File: config.mk
export PLATFORM = sky130hd
export DESIGN_NAME = nv_nvdla_sdp_wdma_req_sched
export DESIGN_NICKNAME = d
export VERILOG_FILES = /design/src/rtl/nv_nvdla_sdp_wdma_req_sched.sv
export SDC_FILE = /design/constraint.sdc
export NUM_CORES = 1
export LEC_CHECK = 0
export ABC_AREA = 1
export BUFFER_PORTS_ARGS = -buffer_cell sky130_fd_sc_hd__buf_4
export CAP_MARGIN = 20
export CORE_AREA = 2 2 163 165
export DETAILED_ROUTE_END_ITERATION = 7
export DIE_AREA = 0 0 165 167
export SYNTH_ARGS = -nofsm -noshare
export SYNTH_HDL_FRONTEND = slang
export SYNTH_SLANG_ARGS = --single-unit
File: constraint.sdc
create_clock -name nvdla_core_clk -period 4.75 [get_ports nvdla_core_clk]
set_input_delay 0.2375 -clock nvdla_core_clk [delete_from_list [all_inputs] [get_ports nvdla_core_clk]]
set_output_delay 0.2375 -clock nvdla_core_clk [all_outputs]
set_load 0.05 [all_outputs]
File: src/rtl/nv_nvdla_sdp_wdma_req_sched.sv
// SDP write-DMA request scheduler: one command packet per command, followed by
// the command's data beats drained from four lane FIFOs in strict round-robin order.
module nv_nvdla_sdp_wdma_req_sched #(
  parameter int AW = 29,
  parameter int SW = 13,
  parameter int DW = 64
) (
  input  logic              nvdla_core_clk,
  input  logic              nvdla_core_rstn,
  input  logic              op_load,
  input  logic              reg2dp_interrupt_ptr,
  input  logic              cmd_pvld,
  output logic              cmd_prdy,
  input  logic [AW+SW:0]    cmd_pd,
  input  logic              dfifo0_rd_pvld,
  output logic              dfifo0_rd_prdy,
  input  logic [DW-1:0]     dfifo0_rd_pd,
  input  logic              dfifo1_rd_pvld,
  output logic              dfifo1_rd_prdy,
  input  logic [DW-1:0]     dfifo1_rd_pd,
  input  logic              dfifo2_rd_pvld,
  output logic              dfifo2_rd_prdy,
  input  logic [DW-1:0]     dfifo2_rd_pd,
  input  logic              dfifo3_rd_pvld,
  output logic              dfifo3_rd_prdy,
  input  logic [DW-1:0]     dfifo3_rd_pd,
  output logic              dma_wr_req_vld,
  input  logic              dma_wr_req_rdy,
  output logic [DW+1:0]     dma_wr_req_pd,
  output logic              dp2reg_done,
  output logic              intr_req_pvld,
  output logic              intr_req_ptr,
  output logic [31:0]       dp2reg_wdma_beat_num
);

  localparam int PAD = DW - AW - SW;

  typedef enum logic {IDLE, DAT} state_t;

  state_t        state_reg, state_next;
  logic [1:0]    lane_ptr_reg, lane_ptr_next;
  logic [SW-1:0] beat_rem_reg, beat_rem_next;
  logic          layer_end_reg, layer_end_next;
  logic          vld_reg, vld_next;
  logic [DW+1:0] pd_reg, pd_next;
  logic          done_reg, done_next;
  logic          intr_ptr_reg, intr_ptr_next;
  logic [31:0]   beat_cnt_reg, beat_cnt_next;

  logic [3:0]    lane_vld;
  logic [3:0]    lane_prdy;
  logic [DW-1:0] lane_pd [4];
  logic          ld, acc, abort, cmd_acc, pop_en, pop, last_beat;
  logic [DW-1:0] cmd_word;

  assign lane_vld  = {dfifo3_rd_pvld, dfifo2_rd_pvld, dfifo1_rd_pvld, dfifo0_rd_pvld};
  assign lane_pd[0] = dfifo0_rd_pd;
  assign lane_pd[1] = dfifo1_rd_pd;
  assign lane_pd[2] = dfifo2_rd_pd;
  assign lane_pd[3] = dfifo3_rd_pd;

  // The output register may take a new packet when empty or being drained this cycle.
  assign ld       = ~vld_reg | dma_wr_req_rdy;
  assign acc      = vld_reg & dma_wr_req_rdy;
  assign abort    = op_load & (state_reg != IDLE);
  // op_load wins over any handshake in the same cycle, so it gates every ready.
  assign cmd_prdy = (state_reg == IDLE) & ld & ~op_load;
  assign cmd_acc  = cmd_pvld & cmd_prdy;
  assign pop_en   = (state_reg == DAT) & ld & ~op_load;
  assign pop      = pop_en & lane_vld[lane_ptr_reg];
  assign last_beat = (beat_rem_reg == '0);
  assign cmd_word = {{PAD{1'b0}}, cmd_pd[AW+SW-1:0]};

  generate
    for (genvar gi = 0; gi < 4; gi++) begin : g_lane
      assign lane_prdy[gi] = pop_en & (lane_ptr_reg == 2'(gi));
    end
  endgenerate

  assign dfifo0_rd_prdy = lane_prdy[0];
  assign dfifo1_rd_prdy = lane_prdy[1];
  assign dfifo2_rd_prdy = lane_prdy[2];
  assign dfifo3_rd_prdy = lane_prdy[3];

  always_comb begin
    state_next     = state_reg;
    lane_ptr_next  = lane_ptr_reg;
    beat_rem_next  = beat_rem_reg;
    layer_end_next = layer_end_reg;
    vld_next       = vld_reg;
    pd_next        = pd_reg;

    if (acc) vld_next = 1'b0;

    if (cmd_acc) begin
      vld_next       = 1'b1;
      pd_next        = {1'b0, cmd_pd[AW+SW], cmd_word};
      beat_rem_next  = cmd_pd[AW+SW-1:AW];
      layer_end_next = cmd_pd[AW+SW];
      state_next     = DAT;
    end

    if (pop) begin
      vld_next      = 1'b1;
      pd_next       = {1'b1, last_beat, lane_pd[lane_ptr_reg]};
      lane_ptr_next = lane_ptr_reg + 2'd1;
      beat_rem_next = beat_rem_reg - SW'(1);
      if (last_beat) state_next = IDLE;
    end

    if (op_load) lane_ptr_next = '0;

    if (abort) begin
      state_next = IDLE;
      vld_next   = 1'b0;
    end

    done_next     = acc & pd_reg[DW+1] & pd_reg[DW] & layer_end_reg & ~op_load;
    intr_ptr_next = done_next & reg2dp_interrupt_ptr;

    beat_cnt_next = beat_cnt_reg;
    if (op_load)
      beat_cnt_next = '0;
    else if (acc & pd_reg[DW+1] & ~(&beat_cnt_reg))
      beat_cnt_next = beat_cnt_reg + 32'd1;
  end

  always_ff @(posedge nvdla_core_clk or negedge nvdla_core_rstn) begin
    if (!nvdla_core_rstn) begin
      state_reg     <= IDLE;
      lane_ptr_reg  <= '0;
      beat_rem_reg  <= '0;
      layer_end_reg <= 1'b0;
      vld_reg       <= 1'b0;
      pd_reg        <= '0;
      done_reg      <= 1'b0;
      intr_ptr_reg  <= 1'b0;
      beat_cnt_reg  <= '0;
    end else begin
      state_reg     <= state_next;
      lane_ptr_reg  <= lane_ptr_next;
      beat_rem_reg  <= beat_rem_next;
      layer_end_reg <= layer_end_next;
      vld_reg       <= vld_next;
      pd_reg        <= pd_next;
      done_reg      <= done_next;
      intr_ptr_reg  <= intr_ptr_next;
      beat_cnt_reg  <= beat_cnt_next;
    end
  end

  assign dma_wr_req_vld       = vld_reg;
  assign dma_wr_req_pd        = pd_reg;
  assign dp2reg_done          = done_reg;
  assign intr_req_pvld        = done_reg;
  assign intr_req_ptr         = intr_ptr_reg;
  assign dp2reg_wdma_beat_num = beat_cnt_reg;

endmodule

Word level (Yosys, flattened, before mapping)
Index checks and enable logic that the tools add are counted.
{"block": "totals", "reg_bits": 118, "latch_bits": 0, "ramBits": 0, "romBits": 0, "output_inout_bits": 107, "elab_cells": 69, "mem_count": 0}
{"block": "classes", "n_addsub": 3, "n_mul": 0, "n_div": 0, "n_lt_le_gt_ge": 2, "eq_ne": 3, "shifts": 0, "mux": 21, "n_bitwise": 24, "n_reduce_logical": 7}
{"op": "2-to-1 mux 66 bit", "n": 2}
{"op": "binary-select mux 64 bit (select 2 bit)", "n": 1}
{"op": "2-to-1 mux 64 bit", "n": 2}
{"op": "2-to-1 mux 32 bit", "n": 2}
{"op": "adder 32 x 1 -> 32 bit (second input constant)", "n": 1}
{"op": "AND reduction 32 bit", "n": 1}
{"op": "2-to-1 mux 13 bit", "n": 2}
{"op": "bitwise AND 1 bit", "n": 18}
{"op": "zero test 13 bit", "n": 1}
{"op": "subtractor 13 x 1 -> 13 bit (second input constant)", "n": 1}
{"op": "2-to-1 mux 1 bit", "n": 9}
{"op": "nonzero test 2 bit", "n": 3}
{"op": "equality test 2 bit (second input constant)", "n": 2}
{"op": "2-to-1 mux 2 bit", "n": 2}
{"op": "inverter 1 bit", "n": 4}
{"op": "nonzero test 4 bit", "n": 1}
{"op": ">= comparator 3 bit (second input constant)", "n": 1}
{"op": "< comparator 2 x 3 -> 1 bit (second input constant)", "n": 1}
{"op": "inverter 2 -> 3 bit", "n": 1}
{"op": "adder 2 x 1 -> 2 bit (second input constant)", "n": 1}
{"op": "binary-select mux 1 bit (select 2 bit)", "n": 1}
{"op": "equality test 2 x 1 -> 1 bit (second input constant)", "n": 1}
{"op": "zero test 2 bit", "n": 1}
{"op": "OR 1 bit", "n": 1}

Longest topological paths before layout
Gate-level depths: netlist (run 1).
{"block": "depth", "ltp_word": 9, "depth_mapped": 13, "depth_no_buf": 11}

Worst setup path before layout (run 1)
OpenSTA, ideal clock, no wires.
{"block": "synth_path", "path_kind": "reg-to-reg", "from": "register vld_reg (netlist: dma_wr_req_vld)", "to": "register beat_rem_reg[2]", "setup_time_ns": 0.087, "arrival_ns": 2.345, "required_time_ns": 4.663, "slack_ns": 2.318, "path_stages_with_launch": 9, "path_cell_list": "dfrtp_1 > nand2_1 > nand2_1 > nor2_1 > nand2_1 > inv_2 > clkbuf_1 > nand2_1 > o211ai_1"}
{"block": "synth_via", "elab_chain_len": 6, "word_cells_on_any_way": 10, "cone_classes": "mux: 1; bitwise: 8; reduce/logical: 1"}
{"item": "from (decl)", "line_no": "44", "text": "logic vld_reg, vld_next;"}
{"item": "from (signal assigned)", "line_no": "144", "text": "vld_reg <= vld_next;"}
{"item": "inverter 1 bit", "line_no": "63", "text": "assign ld = ~vld_reg | dma_wr_req_rdy;"}
{"item": "OR 1 bit", "line_no": "63"}
{"item": "bitwise AND 1 bit (2 in a row)", "line_no": "67", "text": "assign cmd_prdy = (state_reg == IDLE) & ld & ~op_load;"}
{"item": "named net cmd_prdy", "line_no": "13", "text": "output logic cmd_prdy,"}
{"item": "bitwise AND 1 bit", "line_no": "68", "text": "assign cmd_acc = cmd_pvld & cmd_prdy;"}
{"item": "nonzero test 2 bit (no line)"}
{"item": "to (signal assigned)", "line_no": "142", "text": "beat_rem_reg <= beat_rem_next;"}
{"item": "to (decl)", "line_no": "42", "text": "logic [SW-1:0] beat_rem_reg, beat_rem_next;"}
The timed path passes the listed nets, and every way through them passes these cells.
A chain may end at the register's enable or synchronous reset.

Final worst setup path (run 1)
{"block": "layout_path", "from": "register lane_ptr_reg[0]", "to": "output port dfifo1_rd_prdy"}
{"block": "layout_via", "elab_chain_len": 2}
{"item": "from (decl)", "line_no": "41", "text": "logic [1:0] lane_ptr_reg, lane_ptr_next;"}
{"item": "from (signal assigned)", "line_no": "141", "text": "lane_ptr_reg <= lane_ptr_next;"}
{"item": "equality test 2 x 1 -> 1 bit", "line_no": "76", "text": "assign lane_prdy[gi] = pop_en & (lane_ptr_reg == 2'(gi));"}
{"item": "bitwise AND 1 bit", "line_no": "76"}
{"item": "to (decl)", "line_no": "19", "text": "output logic dfifo1_rd_prdy,"}
Every way passes these cells.

==> impl_metrics.yaml, run 1 <==
cts:
  cts_tree: "done"
  cts-root-buf: "clkbuf_16"
  worstSkewPairLatency_ps: 420
  cts_setup_buffers: 0
  h-tree-depth: 4
  cts_buffers: 17
  cts.sinks: 118
  cts_resized: 0
  clockBufferDepth: 2
  hold_buffers: 1
  clk_pin_slew_ps: 60
layout:
  stdcell_area_um2: 11900
  final_cell_mix: "buf_4, nand2_1, nor2_1, o21ai_0, dfrtp_1"
  fillers: 2667
  diodes: 0
  largest_reg_flops: 66
  area_growth_pct: 49.1
  nets: 1927
  final_common_cell: "buf_4"
  final_layout_size_suffix_gt1_share_pct: 29.4
setup_path:
  cp.arrival_ps: 3040
  slowest_stage: "buf_4"
  cpMostUsedCell: "buf_4"
  startpoint_type: "register"
  cp_max_fo: 104
  crit_required_ps: 4510
  worst-setup-path-type: "register to output port"
  crit_chain: "buf_4 > ha_1 > inv_1 > nor2_1 > buf_4"
  crit_path_end_kind: "output port"
  ff2ff_path_depth: 8
  cp_slowest_stage_delay_ps: 800
die:
  row_count: 59
  die_x_um: 165
  ios: 416
  start_util_pct: 30.9
  core_region_area_um2: 25800
  die_area_um2: 27600
  die_h_um: 167
sta:
  final_max_slew_viol_count: 0
  skew_ps: 14.3
  worst_pin_slew_ps: 964
  fin_crit_ps: 3280
  max_freq_ghz: 0.305
  setup_tns_ps: 0
  rsz0062_at_grt: "no"
  setup_viol: 0
  slew_headroom_pct: 35.7
  finalHoldViolations: 0
  post-route-period-util_pct: 69.1
yosys:
  syn_area_um2: 7960
  synth_edf_count: 0
  yosysSeqAreaShare_pct: 37.1
  synth_top_cell_by_area: "dfrtp_1"
  yosys_warnings: 0
  syn_area_per_cell_um2: 6.42
  synthTopCellsByArea: "dfrtp_1, nand2_1, nor2_1"
  ys.flop_type: "dfrtp_1"
  yosysTopAreaCellShare_pct: 37.1
  synth.distinct_cells: 32
  synthCells: 1239
  async_flop_share_pct: 100
  synthesis.nets: 1555
  ys_ff_latch: 118
power:
  p_leak_nw: 6.12
  peakVddDrop_mv: 0.260
  p_per_area_nw_per_um2: 495
  sw_frac_of_total_pct: 48.5
  intPower_w: 0.00302
  power_w: 0.00587
  seq_power_share_pct: 27.2
  power_frac_clock_pct: 22.0
  combinationalPowerShare_pct: 50.8
  netSwitchingPower_w: 0.00285
detailed_routing:
  routed_wl_mm: 34.7
  vias_per_cell: 4.97
  avgRoutedWirePerCell_um: 17.7
  drcViolationCount: 0
  first_pass_iters: 5
  first_iter_violations: 725
  ant_nets: 0
  dr_total_vias: 9742
place:
  io_buffers: 415
  hpwl_mm: 26.7
  gp_congestion: 0.929
  placed_cell_area_um2: 11300
grt:
  overflow: 0
  grt_pass1_vias: 9550
  grt_pass1_wl_mm: 53.4
  antenna_found_initial: 0
  grt_start_max_net_pins: 105
  grt_usage_pct: 25.0
outcome:
  run_status: "finished, final reports clean"
worst_hold_path:
  hold_class: "input port to register"
  hold_depth: 3
job:
  cap_violations: 0
## cell families (layout without fill, tap and decap cells)
logic type / Yosys count / in the layout / share of synthesized area, %
XOR/XNOR: 9 / 9 / 0.991
AND/OR/NAND/NOR: 719 / 719 / 37.2
AO/OA/AOI/OAI: 227 / 227 / 15.6
flip-flops: 118 / 118 / 37.1
adder cells (fa/ha/maj): 7 / 7 / 1.10
buffers and inverters: 159 / 544 / 8.02
## worst paths after layout
kind	from	endpoint	slack, ps
setup / recovery	lane_ptr_reg[0]	dfifo1_rd_prdy	1470
hold / removal	cmd_pd[18]	dma_wr_req_pd[18]	40
setup reg to reg	lane_ptr_reg[0]	beat_rem_reg[11]	1660
hold reg to reg	dma_wr_req_pd[50]	dma_wr_req_pd[50]	470
max in group asynchronous	nvdla_core_rstn	lane_ptr_reg[0]	3290
min in group asynchronous	nvdla_core_rstn	intr_req_ptr	450
## Yosys cell counts (2+ instances only)
master,instances
or2_2,6
dfrtp_1,118
a22oi_1,16
nor3b_1,3
nor2_1,185
nor3_1,2
o22ai_1,39
buf_1,4
clkbuf_1,53
buf_2,14
nand3_1,106
inv_2,4
nor2_4,2
nand2_2,2
nand4_1,22
a21oi_1,29
nand2_1,387
nand2_4,3
ha_1,7
o21ai_0,131
inv_1,80
xor2_1,8
a31oi_1,6
o211ai_1,2
o21ai_1,3
## power by group through the flow
stage	Sequential [W]	Combinational [W]	Clock (W)
after global placement	0.00160	0.00299	0
after global routing	0.00164	0.00320	0.00136
after detailed placement	0.00160	0.00301	0
final	0.00160	0.00298	0.00129
after CTS	0.00160	0.00301	0.00132
after floorplan	0.00239	0.00109	0
## layer usage
| layer | GRT usage [%] | vias to the layer above | share of wire (%) |
|---|---|---|---|
| li1 | - | 4798 | - |
| met1 | 31.3 | 4564 | 42 |
| met2 | 44.3 | 348 | 51 |
| met3 | 4.61 | 32 | 5.7 |
| met4 | 5.97 | 0 | 1.5 |
| met5 | 0 | - | 0 |
## worst max-delay path: cells and delay by family (launching register included)
kind,cells,cell delay (ps)
buf+inv,3,1130
flops,1,770
simple gates,1,320
fa+ha+maj,1,270
## stage by stage
step,cells,worst slack (ps),hold WS (ps),util [%]
global placement,1926,1650,347,43.7
CTS,1959,1530,28.9,46.0
detailed placement,1926,1550,356,43.7
finish,1959,1470,42.6,46.0
global route,1959,1310,41.0,46.0
floorplan,1239,2320,-58.1,-
## final cells by class
type / instances / area, um^2 / area share [%]
Tap cell: 335 / 419 / 3.53
Inverter: 85 / 322 / 2.71
Multi-Input combinational cell: 962 / 4370 / 36.9
Clock inverter: 12 / 129 / 1.09
Clock buffer: 20 / 457 / 3.85
Timing Repair Buffer: 427 / 3210 / 27.0
Sequential cell: 118 / 2960 / 24.9
Power figures use the tool's default switching activity.
==> run 2, diff against run 1 <==
clock period = 2.9 ns   (was 4.75 ns; I/O delays follow)
==> run 2 against run 1 <==
Against the previous run:
- non-clock buffer count increased by 32
- sequential power increased by 57%
- first-iteration DRC count shrank 11%
- cell area grew 2.8%
- largest cell class unchanged
- critical path depth unchanged
- critical path type unchanged
- count of clock-buffer cells in the layout shrank 3
==> impl_metrics.yaml, run 2 (synthesis results as in run 1) <==
cts:
  cts-root-buf: "clkbuf_16"
  cts_resized: 0
  cts_buffers: 17
  clockBufferDepth: 2
  worstSkewPairLatency_ps: 430
  cts_tree: "done"
  h-tree-depth: 4
  cts.sinks: 118
  clk_pin_slew_ps: 70
setup_path:
  ff2ff_path_depth: 9
  cp-endpoint: "dfifo1_rd_prdy"
  rrSetupSlack_ps: 610
  cp_max_fo: 104
  r2r-end: "dp2reg_wdma_beat_num[10]"
  worst-setup-path-type: "register to output port"
  crit_path_end_kind: "output port"
  reg2reg_from: "dp2reg_wdma_beat_num[0]"
  cp.arrival_ps: 2320
  crit_required_ps: 2760
  startpoint: "lane_ptr_reg[0]"
  startpoint_type: "register"
die:
  row_count: 59
  die_x_um: 165
  die_area_um2: 27600
  die_h_um: 167
  core_region_area_um2: 25800
  start_util_pct: 30.9
  ios: 416
worst_hold_path:
  min_from: "cmd_pd[0]"
  hold_class: "input port to register"
detailed_routing:
  first_iter_violations: 647
  dr_total_vias: 9809
  first_pass_iters: 6
  ant_nets: 0
  vias_per_cell: 4.93
  avgRoutedWirePerCell_um: 17.5
  drcViolationCount: 0
  routed_wl_mm: 34.7
power:
  p_leak_nw: 6.28
  peakVddDrop_mv: 0.455
  power_w: 0.00965
  power_frac_clock_pct: 21.7
  combinationalPowerShare_pct: 52.2
  netSwitchingPower_w: 0.00474
  intPower_w: 0.00492
  p_per_area_nw_per_um2: 791
  seq_power_share_pct: 26.1
  sw_frac_of_total_pct: 49.1
grt:
  grt_start_max_net_pins: 109
  grt_usage_pct: 25.2
  grt_pass1_wl_mm: 53.4
  grt_pass1_vias: 9633
  overflow: 0
  antenna_found_initial: 0
layout:
  diodes: 0
  nets: 1959
  largest_reg_flops: 66
  fillers: 2666
  final_common_cell: "buf_4"
  final_layout_size_suffix_gt1_share_pct: 29.4
  area_growth_pct: 53.3
  final_cell_mix: "buf_4, nand2_1, nor2_1, o21ai_0, dfrtp_1"
sta:
  rsz0062_at_grt: "no"
  fin_ws_ps: 439
  post-route-period-util_pct: 84.9
  fin_crit_ps: 2460
  worst_pin_slew_ps: 1030
  finalHoldViolations: 0
  skew_ps: 15.7
  final_max_slew_viol_count: 0
  slew_headroom_pct: 31.2
  setup_viol: 0
  max_freq_ghz: 0.406
  setup_tns_ps: 0
place:
  io_buffers: 415
  dpl_worst_slack_ps: 625
  hpwl_mm: 26.9
  gp_congestion: 0.917
outcome:
  run_status: "finished, final reports clean"
job:
  cap_violations: 0
==> run 2: power by group through the flow <==
| stage | clock network (W) | logic (W) | registers [W] |
|---|---|---|---|
| after floorplan | 0 | 0.00179 | 0.00391 |
| after global placement | 0 | 0.00502 | 0.00252 |
| after detailed placement | 0 | 0.00504 | 0.00253 |
| after CTS | 0.00213 | 0.00507 | 0.00252 |
| after global routing | 0.00221 | 0.00543 | 0.00258 |
| final | 0.00209 | 0.00504 | 0.00252 |
==> run 2: how the worst min path moves through the flow <==
stage	end	slack [ps]	cells after the start
after floorplan	beat_rem_reg[0]	-150	0
after global placement	dma_wr_req_pd[16]	280	1
after detailed placement	dma_wr_req_pd[16]	270	1
after CTS	beat_rem_reg[6]	20	3
after global routing	dma_wr_req_pd[5]	40	5
final	dma_wr_req_pd[0]	40	5
==> run 2: timing repair <==
action / in CTS / in global routing
hold buffers: 25 / 0
buffers inserted: 0 / 0
hold endpoints to repair: 80 / 0
==> run 2: stage by stage <==
stage	cell area (um^2)	hold slack, ps	util (%)	instances
floorplan	7960	-151	-	1239
global placement	11400	276	44.1	1934
detailed placement	11400	274	44.1	1934
CTS	12200	24.6	47.4	1991
global route	12200	41.4	47.4	1991
finish	12200	38.6	47.4	1991
==> run 2: metal layers <==
metal / global-route usage, % / up-vias / wire (um)
li1: - / 4857 / -
met1: 31.6 / 4538 / 14500
met2: 41.7 / 352 / 16800
met3: 5.65 / 62 / 2220
met4: 10.2 / 0 / 1250
met5: 0 / - / 0
==> run 2: final cells by class <==
class	instances	area, um^2	area share (%)
clock buffer	17	425	3.49
clock inverter	15	160	1.31
tap	335	419	3.44
timing repair buffer	459	3550	29.1
multi-input combinational	962	4370	35.8
sequential	118	2960	24.2
inverter	85	322	2.64
==> run 2: critical path: stages, from the launching register on <==
cell	delay [ps]
dfrtp_4	450
buf_4	700
ha_1	270
inv_1	40
nor2_1	110
buf_4	210
==> run 3, diff against run 2 <==
clock period = 2 ns   (was 2.9 ns; I/O delays follow)
==> run 3 against run 2 <==
Against the previous run:
- hold slack worse by 19 ps
- setup slack got worse by 340 ps
- wire length is 2.0% higher
- count of clock-buffer cells in the layout up 1
- largest power group unchanged
==> impl_metrics.yaml, run 3 (synthesis results as in run 1) <==
sta:
  final_max_slew_viol_count: 0
  rsz0062_at_grt: "no"
  setup_viol: 0
  slew_headroom_pct: 65.5
  fin_crit_ps: 1900
  post-route-period-util_pct: 95.1
  worst_pin_slew_ps: 517
  fin_ws_ps: 97.3
  max_freq_ghz: 0.526
  skew_ps: 10.5
  setup_tns_ps: 0
  finalHoldViolations: 0
layout:
  fillers: 2681
  regArea_um2: 2960
  final_cell_mix: "buf_4, nand2_1, nor2_1, o21ai_0, dfrtp_1"
  finalNonFillerCells: 2033
  multi_input_area_um2: 4390
  diodes: 0
  area_growth_pct: 60.7
  final_common_cell: "buf_4"
  largest_reg_flops: 66
  final_layout_size_suffix_gt1_share_pct: 30.9
  nets: 2001
  stdcell_area_um2: 12800
setup_path:
  startpoint_type: "register"
  crit_required_ps: 1900
  reg2reg_from: "lane_ptr_reg[0]"
  rrSetupSlack_ps: 250
  r2r-end: "beat_rem_reg[1]"
  cp.arrival_ps: 1800
  ff2ff_path_depth: 9
  slowest_stage: "dfrtp_1"
  crit_path_end_kind: "output port"
  worst-path-buf-inv: 4
  crit_chain: "inv_2 > buf_12 > ha_1 > inv_1 > nor2_2 > buf_4"
  worst-setup-path-type: "register to output port"
  cp_max_fo: 86
  crit_family: "buffers and inverters"
  cp_slowest_stage_delay_ps: 420
cts:
  cts-root-buf: "clkbuf_16"
  cts_buffers: 17
  clk_pin_slew_ps: 60
  cts.sinks: 118
  cts_tree: "done"
  clockBufferDepth: 2
  h-tree-depth: 4
  worstSkewPairLatency_ps: 420
grt:
  grt_pass1_vias: 10000
  overflow: 0
  grt_pass1_wl_mm: 55.1
  antenna_found_initial: 0
  grt_start_max_net_pins: 87
  grt_usage_pct: 25.9
job:
  cap_violations: 0
worst_hold_path:
  min_to: "dma_wr_req_pd[51]"
  hold_class: "input port to register"
  min_from: "dfifo0_rd_pd[51]"
  hold_depth: 5
power:
  combinationalPowerShare_pct: 52.7
  intPower_w: 0.00784
  sw_frac_of_total_pct: 47.0
  seq_power_share_pct: 24.7
  peakVddDrop_mv: 0.617
  p_leak_nw: 6.59
  netSwitchingPower_w: 0.00695
  power_frac_clock_pct: 22.6
  p_per_area_nw_per_um2: 1160
detailed_routing:
  ant_nets: 0
  vias_per_cell: 4.91
  drcViolationCount: 0
  first_iter_violations: 613
  dr_total_vias: 9972
  first_pass_iters: 5
  routed_wl_mm: 35.5
  avgRoutedWirePerCell_um: 17.4
die:
  die_area_um2: 27600
  die_x_um: 165
  start_util_pct: 30.9
  die_h_um: 167
  core_region_area_um2: 25800
  row_count: 59
  ios: 416
place:
  io_buffers: 415
  placed_cell_area_um2: 11700
  dp.cells: 1963
  gp_congestion: 0.907
  hpwl_mm: 27.3
  dpl_worst_slack_ps: 161
outcome:
  run_status: "finished, final reports clean"
## run 3: changes by cell type in the layout (fill, tap and decap cells not counted), moves of 2 or more
cell,delta
nor2_2,+3
buf_12,+8
buf_4,+21
dfrtp_2,+2
bufinv_16,+3
inv_6,-4
bufbuf_16,+2
dfrtp_1,-2
nor2_1,-4
dlygate4sd3_1,+10
## run 3: cell type report
cell class / instances / area share, %
flip-flops and latches: 118 / 23.1
well taps: 335 / 3.28
clock inverters: 14 / 1.55
clock buffers: 18 / 3.43
inverters: 85 / 2.56
repair buffers: 501 / 31.7
multi-input cells: 962 / 34.3
## run 3: worst max-delay path by stage
stage,cells past startpoint,from,slack (ps),to
3_3_place_gp,6,lane_ptr_reg[0],110,dma_wr_req_pd[34]
2_1_floorplan,13,dp2reg_wdma_beat_num[1],10,dp2reg_wdma_beat_num[30]
5_1_grt,6,lane_ptr_reg[1],9,dfifo0_rd_prdy
6_report,6,lane_ptr_reg[1],100,dfifo1_rd_prdy
3_5_place_dp,6,lane_ptr_reg[0],160,dma_wr_req_pd[34]
4_1_cts,6,lane_ptr_reg[0],40,dfifo0_rd_prdy
## run 3: through the flow
step	utilization [%]	hold slack (ps)	power, W
floorplan	-	-196	0.00828
global placement	45.5	116	0.0111
detailed placement	45.5	113	0.0112
CTS	49.6	1.73	0.0149
global route	49.6	25.1	0.0156
finish	49.6	19.2	0.0148
## run 3: power by group through the flow
stage | logic, W | clock network, W | registers (W)
finish | 0.00779 | 0.00334 | 0.00365
global route | 0.00835 | 0.00351 | 0.00374
CTS | 0.00778 | 0.00341 | 0.00368
detailed placement | 0.00748 | 0 | 0.00369
global placement | 0.00743 | 0 | 0.00370
floorplan | 0.00261 | 0 | 0.00567
## run 3: worst reg2reg max path: cells and delay by family (launching register included)
kind / cells / cell delay (ps)
AND/OR/NAND/NOR: 4 / 390
AO/OA/AOI/OAI: 2 / 230
flip-flops: 1 / 520
buffers and inverters: 3 / 520
## run 3: layer usage
layer | routed length [um] | vias to the layer above | global-route usage (%)
li1 | - | 4950 | -
met1 | 15000 | 4664 | 32.9
met2 | 18000 | 321 | 45.3
met3 | 1730 | 37 | 4.03
met4 | 706 | 0 | 6.84
met5 | 0 | - | 0
## run 3: what timing repair did
action / CTS / global route
hold buffers: 35 / 0
resized for setup: 2 / 2
buffers inserted: 0 / 1
pin swaps: 0 / 0
endpoints found under the hold margin: 73 / 0
endpoints found under the setup margin: 2 / 21
cloned: 2 / 0
